<file path="src/rtl/lcd_bus_decoder.sv">
// Passive HD44780-style bus decoder: rebuilds bytes from 8-bit or 4-bit
// strobes, tracks the DDRAM address and mirrors two 16-character display rows.
module lcd_bus_decoder #(
  parameter logic [7:0] CLEAR_CHAR     = 8'h20,
  parameter int         NIBBLE_TIMEOUT = 1_000_000
) (
  input  logic         clk,
  input  logic         reset,
  input  logic         LCD_E,
  input  logic         LCD_RS,
  input  logic         LCD_RW,
  input  logic [3:0]   LCD_D,
  output logic         byte_valid,
  output logic [7:0]   byte_data,
  output logic         byte_is_data,
  output logic [127:0] row_A,
  output logic [127:0] row_B,
  output logic         nibble_err
);

  // state | meaning
  // MODE8 | 8-bit interface, every strobe is a byte {D,4'h0}
  // HI4   | 4-bit interface, waiting for the high nibble
  // LO4   | 4-bit interface, high nibble held, waiting for the low nibble
  typedef enum logic [1:0] {MODE8, HI4, LO4} state_t;

  localparam int CW = $clog2(NIBBLE_TIMEOUT + 1);
  localparam logic [CW-1:0] TMO_LOAD = CW'(NIBBLE_TIMEOUT - 1);

  state_t        state_q, state_d;
  logic          e_q, rs_q, rw_q;
  logic [3:0]    d_q;
  logic [3:0]    high_q;
  logic [CW-1:0] tmo_cnt;
  logic [6:0]    addr;

  logic          strobe;
  logic          complete;
  logic          load_hi;
  logic          timeout;
  logic [7:0]    byte_new;

  logic [6:0]    addr_d;
  logic [6:0]    addr_inc;
  logic          wr_a, wr_b, clr;

  // Reads (RW=1) are invisible to the decoder.
  assign strobe = e_q & ~LCD_E & ~rw_q;

  always_ff @(posedge clk or posedge reset) begin
    if (reset) begin
      e_q  <= 1'b0;
      rs_q <= 1'b0;
      rw_q <= 1'b0;
      d_q  <= 4'h0;
    end else begin
      e_q  <= LCD_E;
      rs_q <= LCD_RS;
      rw_q <= LCD_RW;
      d_q  <= LCD_D;
    end
  end

  always_ff @(posedge clk or posedge reset) begin
    if (reset) state_q <= MODE8;
    else       state_q <= state_d;
  end

  always_comb begin
    state_d  = state_q;
    complete = 1'b0;
    load_hi  = 1'b0;
    timeout  = 1'b0;
    byte_new = 8'h00;
    case (state_q)
      MODE8: begin
        if (strobe) begin
          complete = 1'b1;
          byte_new = {d_q, 4'h0};
          if (d_q == 4'h2) state_d = HI4;
        end
      end
      HI4: begin
        if (strobe) begin
          load_hi = 1'b1;
          state_d = LO4;
        end
      end
      LO4: begin
        if (strobe) begin
          complete = 1'b1;
          byte_new = {high_q, d_q};
          state_d  = HI4;
        end else if (tmo_cnt == '0) begin
          timeout = 1'b1;
          state_d = HI4;
        end
      end
      default: state_d = MODE8;
    endcase
  end

  // Down-counter spans exactly NIBBLE_TIMEOUT cycles spent in LO4.
  always_ff @(posedge clk or posedge reset) begin
    if (reset) begin
      high_q  <= 4'h0;
      tmo_cnt <= '0;
    end else begin
      if (load_hi)      high_q <= d_q;
      else if (timeout) high_q <= 4'h0;
      if (load_hi)
        tmo_cnt <= TMO_LOAD;
      else if (state_q == LO4 && tmo_cnt != '0)
        tmo_cnt <= tmo_cnt - CW'(1);
    end
  end

  assign addr_inc = (addr == 7'h27) ? 7'h40 :
                    (addr == 7'h67) ? 7'h00 : addr + 7'd1;

  always_comb begin
    addr_d = addr;
    wr_a   = 1'b0;
    wr_b   = 1'b0;
    clr    = 1'b0;
    if (complete) begin
      if (rs_q) begin
        wr_a   = (addr[6:4] == 3'b000);
        wr_b   = (addr[6:4] == 3'b100);
        addr_d = addr_inc;
      end else if (byte_new[7]) begin
        addr_d = byte_new[6:0];
      end else if (byte_new == 8'h01) begin
        clr    = 1'b1;
        addr_d = 7'h00;
      end else if (byte_new[7:1] == 7'h01) begin
        addr_d = 7'h00;
      end
    end
  end

  always_ff @(posedge clk or posedge reset) begin
    if (reset) begin
      addr         <= 7'h00;
      byte_valid   <= 1'b0;
      byte_data    <= 8'h00;
      byte_is_data <= 1'b0;
      nibble_err   <= 1'b0;
    end else begin
      addr       <= addr_d;
      byte_valid <= complete;
      nibble_err <= timeout;
      if (complete) begin
        byte_data    <= byte_new;
        byte_is_data <= rs_q;
      end
    end
  end

  always_ff @(posedge clk or posedge reset) begin
    if (reset) begin
      row_A <= {16{CLEAR_CHAR}};
      row_B <= {16{CLEAR_CHAR}};
    end else begin
      for (int i = 0; i < 16; i++) begin
        if (clr) begin
          row_A[127-8*i -: 8] <= CLEAR_CHAR;
          row_B[127-8*i -: 8] <= CLEAR_CHAR;
        end else begin
          if (wr_a && addr[3:0] == 4'(i)) row_A[127-8*i -: 8] <= byte_new;
          if (wr_b && addr[3:0] == 4'(i)) row_B[127-8*i -: 8] <= byte_new;
        end
      end
    end
  end

endmodule

</file>
<file path="config.mk">
export PLATFORM = sky130hd
export DESIGN_NAME = lcd_bus_decoder
export DESIGN_NICKNAME = d
export VERILOG_FILES = /design/src/rtl/lcd_bus_decoder.sv
export SDC_FILE = /design/constraint.sdc
export NUM_CORES = 1
export LEC_CHECK = 0
export BUFFER_PORTS_ARGS = -buffer_cell sky130_fd_sc_hd__clkbuf_2
export CORE_ASPECT_RATIO = 1.75
export CORE_MARGIN = 2
export CORE_UTILIZATION = 30
export CTS_CLUSTER_DIAMETER = 200
export DETAILED_ROUTE_END_ITERATION = 7
export PLACE_DENSITY = 0.52
export SETUP_SLACK_MARGIN = 0.4
export SYNTH_ARGS = -nofsm -noshare
export SYNTH_HDL_FRONTEND = slang
export SYNTH_SLANG_ARGS = --single-unit
</file>
<file path="constraint.sdc">
create_clock -name clk -period 11.15 [get_ports clk]
set_input_delay 0.5575 -clock clk [delete_from_list [all_inputs] [get_ports clk]]
set_output_delay 0.5575 -clock clk [all_outputs]
set_load 0.05 [all_outputs]
</file>
== After elaboration in Yosys (flattened, before gate mapping) ==
Index checks and enable logic that the tools add are counted.

* Bitwise gates (word level): 4
* Add/subtract/negate cells: 2
* Multiplexer cells: 97
* Eq/ne operators: 27
* Reduce and logical (&&, ||, !) cells: 76

{| class="wikitable"
|+ Operators with widths
! kind !! number
|-
| $mux W8 || 66
|-
| $reduce_bool A2 Y1 || 34
|-
| $mux W7 || 6
|-
| $mux W20 || 2
|-
| $logic_and A1 B1 Y1 || 33
|-
| $eq A4 B4 Y1 const B || 8
|-
| $logic_not A20 Y1 || 1
|-
| $reduce_bool A20 Y1 || 1
|-
| $sub A20 B1 Y20 const B || 1
|-
| $eq A4 B3 Y1 const B || 4
|-
| $pmux W8 S2 || 1
|-
| $mux W1 || 14
|-
| $eq A4 B2 Y1 const B || 3
|-
| $mux W2 || 5
|-
| $eq A8 B1 Y1 const B || 1
|-
| $mux W4 || 2
|-
| $add A7 B1 Y7 const B || 1
|-
| $eq A7 B1 Y1 const B || 1
|-
| $eq A7 B6 Y1 const B || 1
|-
| $eq A7 B7 Y1 const B || 1
|-
| $ne A2 B2 Y1 const B || 3
|-
| $pmux W2 S3 || 1
|-
| $eq A4 B1 Y1 const B || 1
|-
| $logic_not A4 Y1 || 1
|-
| 12 further kinds || 14
|}

* Output and inout bits: 267
* Bits in registers: 307
* Word-level logic and storage cells: 250
* Input port bits: 9

== Longest topological paths before layout ==
* Word-level depth: 11
* Gate-level depth with buffers: 8
* Gate-level depth less buffers: 6

== Worst setup path before layout ==
OpenSTA, ideal clock, no wires.

* Path kind: input -> register
* From: in LCD_E
* To: reg row_B[14]
* Stages on the path: 8
* Library setup time: 0.135 ns
* Arrival time: 2.272 ns
* Buffers on the path: 3
* Slack: 8.743 ns
* Data required time: 11.015 ns
* Path through: or4b_1 > buf_2 > inv_2 > nand3_1 > nor4_4 > buf_2 > buf_2 > o22ai_1

* Cells in the longest elaborated chain, start to end: 11
* Elaborated cells between the ends (all ways): 18
* Those cells by class: eq/ne: 1; mux: 12; bitwise: 3; reduce/logical: 2

{| class="wikitable"
|+ RTL lines
! item !! line !! text
|-
| start: declaration || 9 || <nowiki>input logic LCD_E,</nowiki>
|-
| $not A1 Y1 * || 48 || <nowiki>assign strobe = e_q & ~LCD_E & ~rw_q;</nowiki>
|-
| $and A1 B1 Y1 * (2 in series) || 48 ||
|-
| $mux W8, on equally long branches || 90, 77 ||
|-
| $pmux W8 S2 || 75 || <nowiki>case (state_q)</nowiki>
|-
| $eq A8 B1 Y1 || 133 || <nowiki>end else if (byte_new == 8'h01) begin</nowiki>
|-
| $mux W1 || 133 ||
|-
| $mux W1 || 131 || <nowiki>end else if (byte_new[7]) begin</nowiki>
|-
| $mux W1 || 127 || <nowiki>if (rs_q) begin</nowiki>
|-
| $mux W1 || 126 || <nowiki>if (complete) begin</nowiki>
|-
| $mux W8 or $reduce_bool A2 Y1 (tied branches) || n/a ||
|-
| end signal: assignment || 163 || <nowiki>row_B <= {16{CLEAR_CHAR}};</nowiki>
|-
| end signal: indexed assignment || 171 || <nowiki>if (wr_b && addr[3:0] == 4'(i)) row_B[127-8*i -: 8] <= byte_new;</nowiki>
|-
| end: declaration || 17 || <nowiki>output logic [127:0] row_B,</nowiki>
|}

Every way passes the cells marked *; elsewhere a longest branch is shown, timed or not. The select of a mux whose other input is x is not followed.
A chain may end at the register's enable or synchronous reset.

== Worst setup path in the final report ==
* From: reg state_q[0]
* To: reg row_A[10]

* Cells in the longest elaborated chain, start to end: 8
* Elaborated cells between the ends (all ways): 15
* Those cells by class: eq/ne: 2; mux: 9; reduce/logical: 4

{| class="wikitable"
|+ RTL lines
! item !! line !! text
|-
| start: declaration || 30 || <nowiki>state_t state_q, state_d;</nowiki>
|-
| start signal: assignment || 66 || <nowiki>else state_q <= state_d;</nowiki>
|-
| $eq A2 B2 Y1 or $logic_not A2 Y1 (tied branches) || 75 ||
|-
| $pmux W8 S2 || 75 ||
|-
| $eq A8 B1 Y1 || 133 ||
|-
| $mux W1 || 133 ||
|-
| $mux W1 || 131 ||
|-
| $mux W1 || 127 ||
|-
| $mux W1 || 126 ||
|-
| $mux W8 or $reduce_bool A2 Y1 (tied branches) || n/a ||
|-
| end signal: assignment || 162 || <nowiki>row_A <= {16{CLEAR_CHAR}};</nowiki>
|-
| end signal: indexed assignment || 170 || <nowiki>if (wr_a && addr[3:0] == 4'(i)) row_A[127-8*i -: 8] <= byte_new;</nowiki>
|-
| end: declaration || 16 || <nowiki>output logic [127:0] row_A,</nowiki>
|}

Parallel ways exist; a longest one is shown, timed or not. The select of a mux whose other input is x is not followed.

==> qor.txt <==
Crit path capture type: register
EDFF count, synth: 0
Worst-skew pair later-pin latency: 570 ps
Wirelength, routed: 42.4 mm
Register area: 7720 um2
Crit path time final: 4090 ps
Yosys reg bits: 307
First-pass GRT wire length: 65.2 mm
Sink Count: 307
Post-Synth Adder-Cell Area: 0.591%
Via count of the first global-routing pass: 9942
Post-Synth XOR/XNOR Area: 0.138%
Remaining DRCs: 0
Multi-input logic area: 4520 um2
Vias per inst: 5.10
# hold bufs at CTS: 0
Main combinational cell family by area after synthesis: simple AND/OR/NAND/NOR gates
Total GRT Usage: 19.0%
Crit-path slowest cell: buf_4
Mean post-synth cell area: 10.5 um2
Crit path largest cell delay: 860 ps
DR vias: 10.2k
Final setup fails: 0
Wire length per cell: 21.3 um
CP cell instances: or4b_1 -> buf_4 -> inv_2 -> nand3_1 -> nor4_4 -> buf_4 -> buf_4 -> o22ai_1
YS warnings: 0
CP max FO: 102
Final Non-Filler Cells: 1991
Placed Cells: 1937
Most used cell, CP: buf_4
Final hold violations: 0
Die H: 276 um
Area fraction of the dominant cell type after synthesis: 54.2%
Die width: 160 um
Core area: 41700 um2
Post-route antenna net violation count: 0
Syn Nets: 1221
Synth cell types: 52
Die area: 44100 um2
Setup TNS Final: 0 ps
I/O Buffers: 275
Mux cell area share after synthesis: 6.34%
Share of layout cells above drive strength 1: 26.7%
Critical path type: register to register
Status: completed
Post-cts sizing count: 0
Clock skew: 20.6 ps
Slew margin rel.: 25.4%
Final period utilization: 36.7%
Post-layout util: 37.0%
Compound-cell area share of the yosys netlist: 12.6%
Row Count: 99
GP Congestion: 0.884
Gate Count Post-Synth: 1206
Initial Util: 30.4%
Filler Cells Inserted: 4223
Largest net degree at the start of global routing: 125
Type of the worst min-delay path: input pin to register
Final nets: 1428
Post-CTS setup buffer count: 0
P_leak: 7.81 nW
CTS tree: built
Max Cap Viol: 0
Area Overhead vs Synth: 21.7%
Post-DP HPWL: 28.5 mm
Worst VDD drop: 0.106 mV
RSZ-0062 raised after global routing: no
Setup crit start kind: register
Area contributors post-synth: dfrtp_1, o22ai_1, nand2_1
CTS clk-pin slew, worst paths: 70 ps
Overflow after GRT: 0
Worst EP arrival: 4480 ps
Power Density: 163 nW/um2
H-tree depth: 1
Post-synthesis simple-gate area fraction: 15.7%
Diode count: 0
Root buf cell: clkbuf_16
DRT iter0 DRCs: 617
Sequential area share after synthesis: 60.8%
Highest clock rate: 245 MHz
CTS Buf Count: 29
Count of final max-slew check failures: 0
Ys async rst share: 100%
Clock tree buffer depth: 3
Total power: 2.52 mW
Main flop type after synthesis: dfrtp_1
Drt first pass iters: 6
CP required: 11540 ps
Antenna violations before repair: 0
Synthesized area: 12700 um2
Io pins: 276
Synth area leader: dfrtp_1
Worst-Margin Slew: 1120 ps
-- sequential cells by signal, indices dropped and copies added (netlist names) --
register / count
byte_data: 8
state_q: 2
row_A: 128
byte_valid: 1
high_q: 4
rw_q: 1
addr: 7
d_q: 4
rs_q: 1
byte_is_data: 1
tmo_cnt: 20
row_B: 128
e_q: 1
nibble_err: 1
-- metal layers --
metal | global-route usage (%) | up-vias | routed length [um]
met4 | 6.99 | 0 | 1540
met1 | 21.7 | 5044 | 15900
met3 | 2.61 | 67 | 1900
li1 | - | 4723 | -
met2 | 35.6 | 318 | 23100
met5 | 0 | - | 0
-- path summary, 6_finish.rpt --
kind / start / endpoint / slack (ps) / depth (start not counted)
max in group asynchronous: reset / row_A[108] / 8670 / 4
worst min-delay path: LCD_D[3] / d_q[3] / 100 / 1
min in group asynchronous: reset / row_A[100] / 130 / 2
worst min register to register: byte_data[5] / byte_data[5] / 490 / 1
worst max-delay path: state_q[0] / row_A[10] / 7060 / 8
worst max register to register: state_q[0] / row_A[10] / 7060 / 8
-- critical path: cells and delay by family, from the launching register on --
| kind | cells | cell delay, ps |
|---|---|---|
| buffers and inverters | 4 | 2070 |
| and+or+nand+nor | 3 | 1060 |
| DFF | 1 | 440 |
| AOI/OAI and AO/OA | 1 | 170 |
-- kinds of logic after synthesis --
kind of cell | count (synthesis)
xor gates and xnor gates | 2
buffers and inverters | 123
adders and majority gates | 6
AOI/OAI and AO/OA | 250
DFF | 307
and+or+nand+nor | 438
muxes | 80
-- Yosys cell counts, types with 3 or more instances --
library cell	instances
a21oi_1	11
inv_1	12
nor2b_1	13
and2_1	7
nand4_1	40
mux2i_1	77
o211ai_1	4
o31ai_1	5
or4_1	7
nor3_1	8
dfstp_2	32
or3_1	7
and4_1	3
nand2b_1	6
o22ai_1	194
ha_1	6
buf_2	23
nor2_1	48
nand3_1	13
nor3b_1	3
nor4_1	10
dfrtp_1	275
clkbuf_1	86
nand2_1	262
o21ai_0	14
mux2_2	3
-- report_power, final --
| group | internal [mW] | leakage (nW) | switching (mW) |
|---|---|---|---|
| clock | 0.602 | 0.486 | 0.445 |
| sequential | 1.16 | 4.07 | 0.0533 |
| combinational | 0.0700 | 3.26 | 0.189 |
-- layout make-up --
cell class | count | area share (%)
clock buffer | 44 | 5.58
clock inverter | 10 | 0.867
inverter | 13 | 0.364
multi-input combinational | 776 | 29.3
sequential | 307 | 50.0
tap | 555 | 4.49
timing repair buffer | 286 | 9.44
-- per-stage QoR --
stage               instance area (um2)  setup WS (ps)  hold WS [ps]
floorplan                         12700           2160           463
global placement                  14500           6940           462
detailed placement                14500           6870           478
CTS                               15400           7110          74.7
global route                      15400           6790          72.5
finish                            15400           7060          95.9
-- placed cells by master, fill, tap and decap left out, types with 13 or more instances in the layout --
| cell type | Yosys | final |
|---|---|---|
| nor2b_1 | 13 | 13 |
| o21ai_0 | 14 | 14 |
| clkbuf_16 | 0 | 29 |
| clkbuf_2 | 0 | 275 |
| dfrtp_1 | 275 | 275 |
| o22ai_1 | 194 | 194 |
| nand4_1 | 40 | 40 |
| mux2i_1 | 77 | 77 |
| nor2_1 | 48 | 47 |
| dfstp_2 | 32 | 32 |
| nand2_1 | 262 | 260 |
Note: power is estimated with default switching activity, not from simulation.
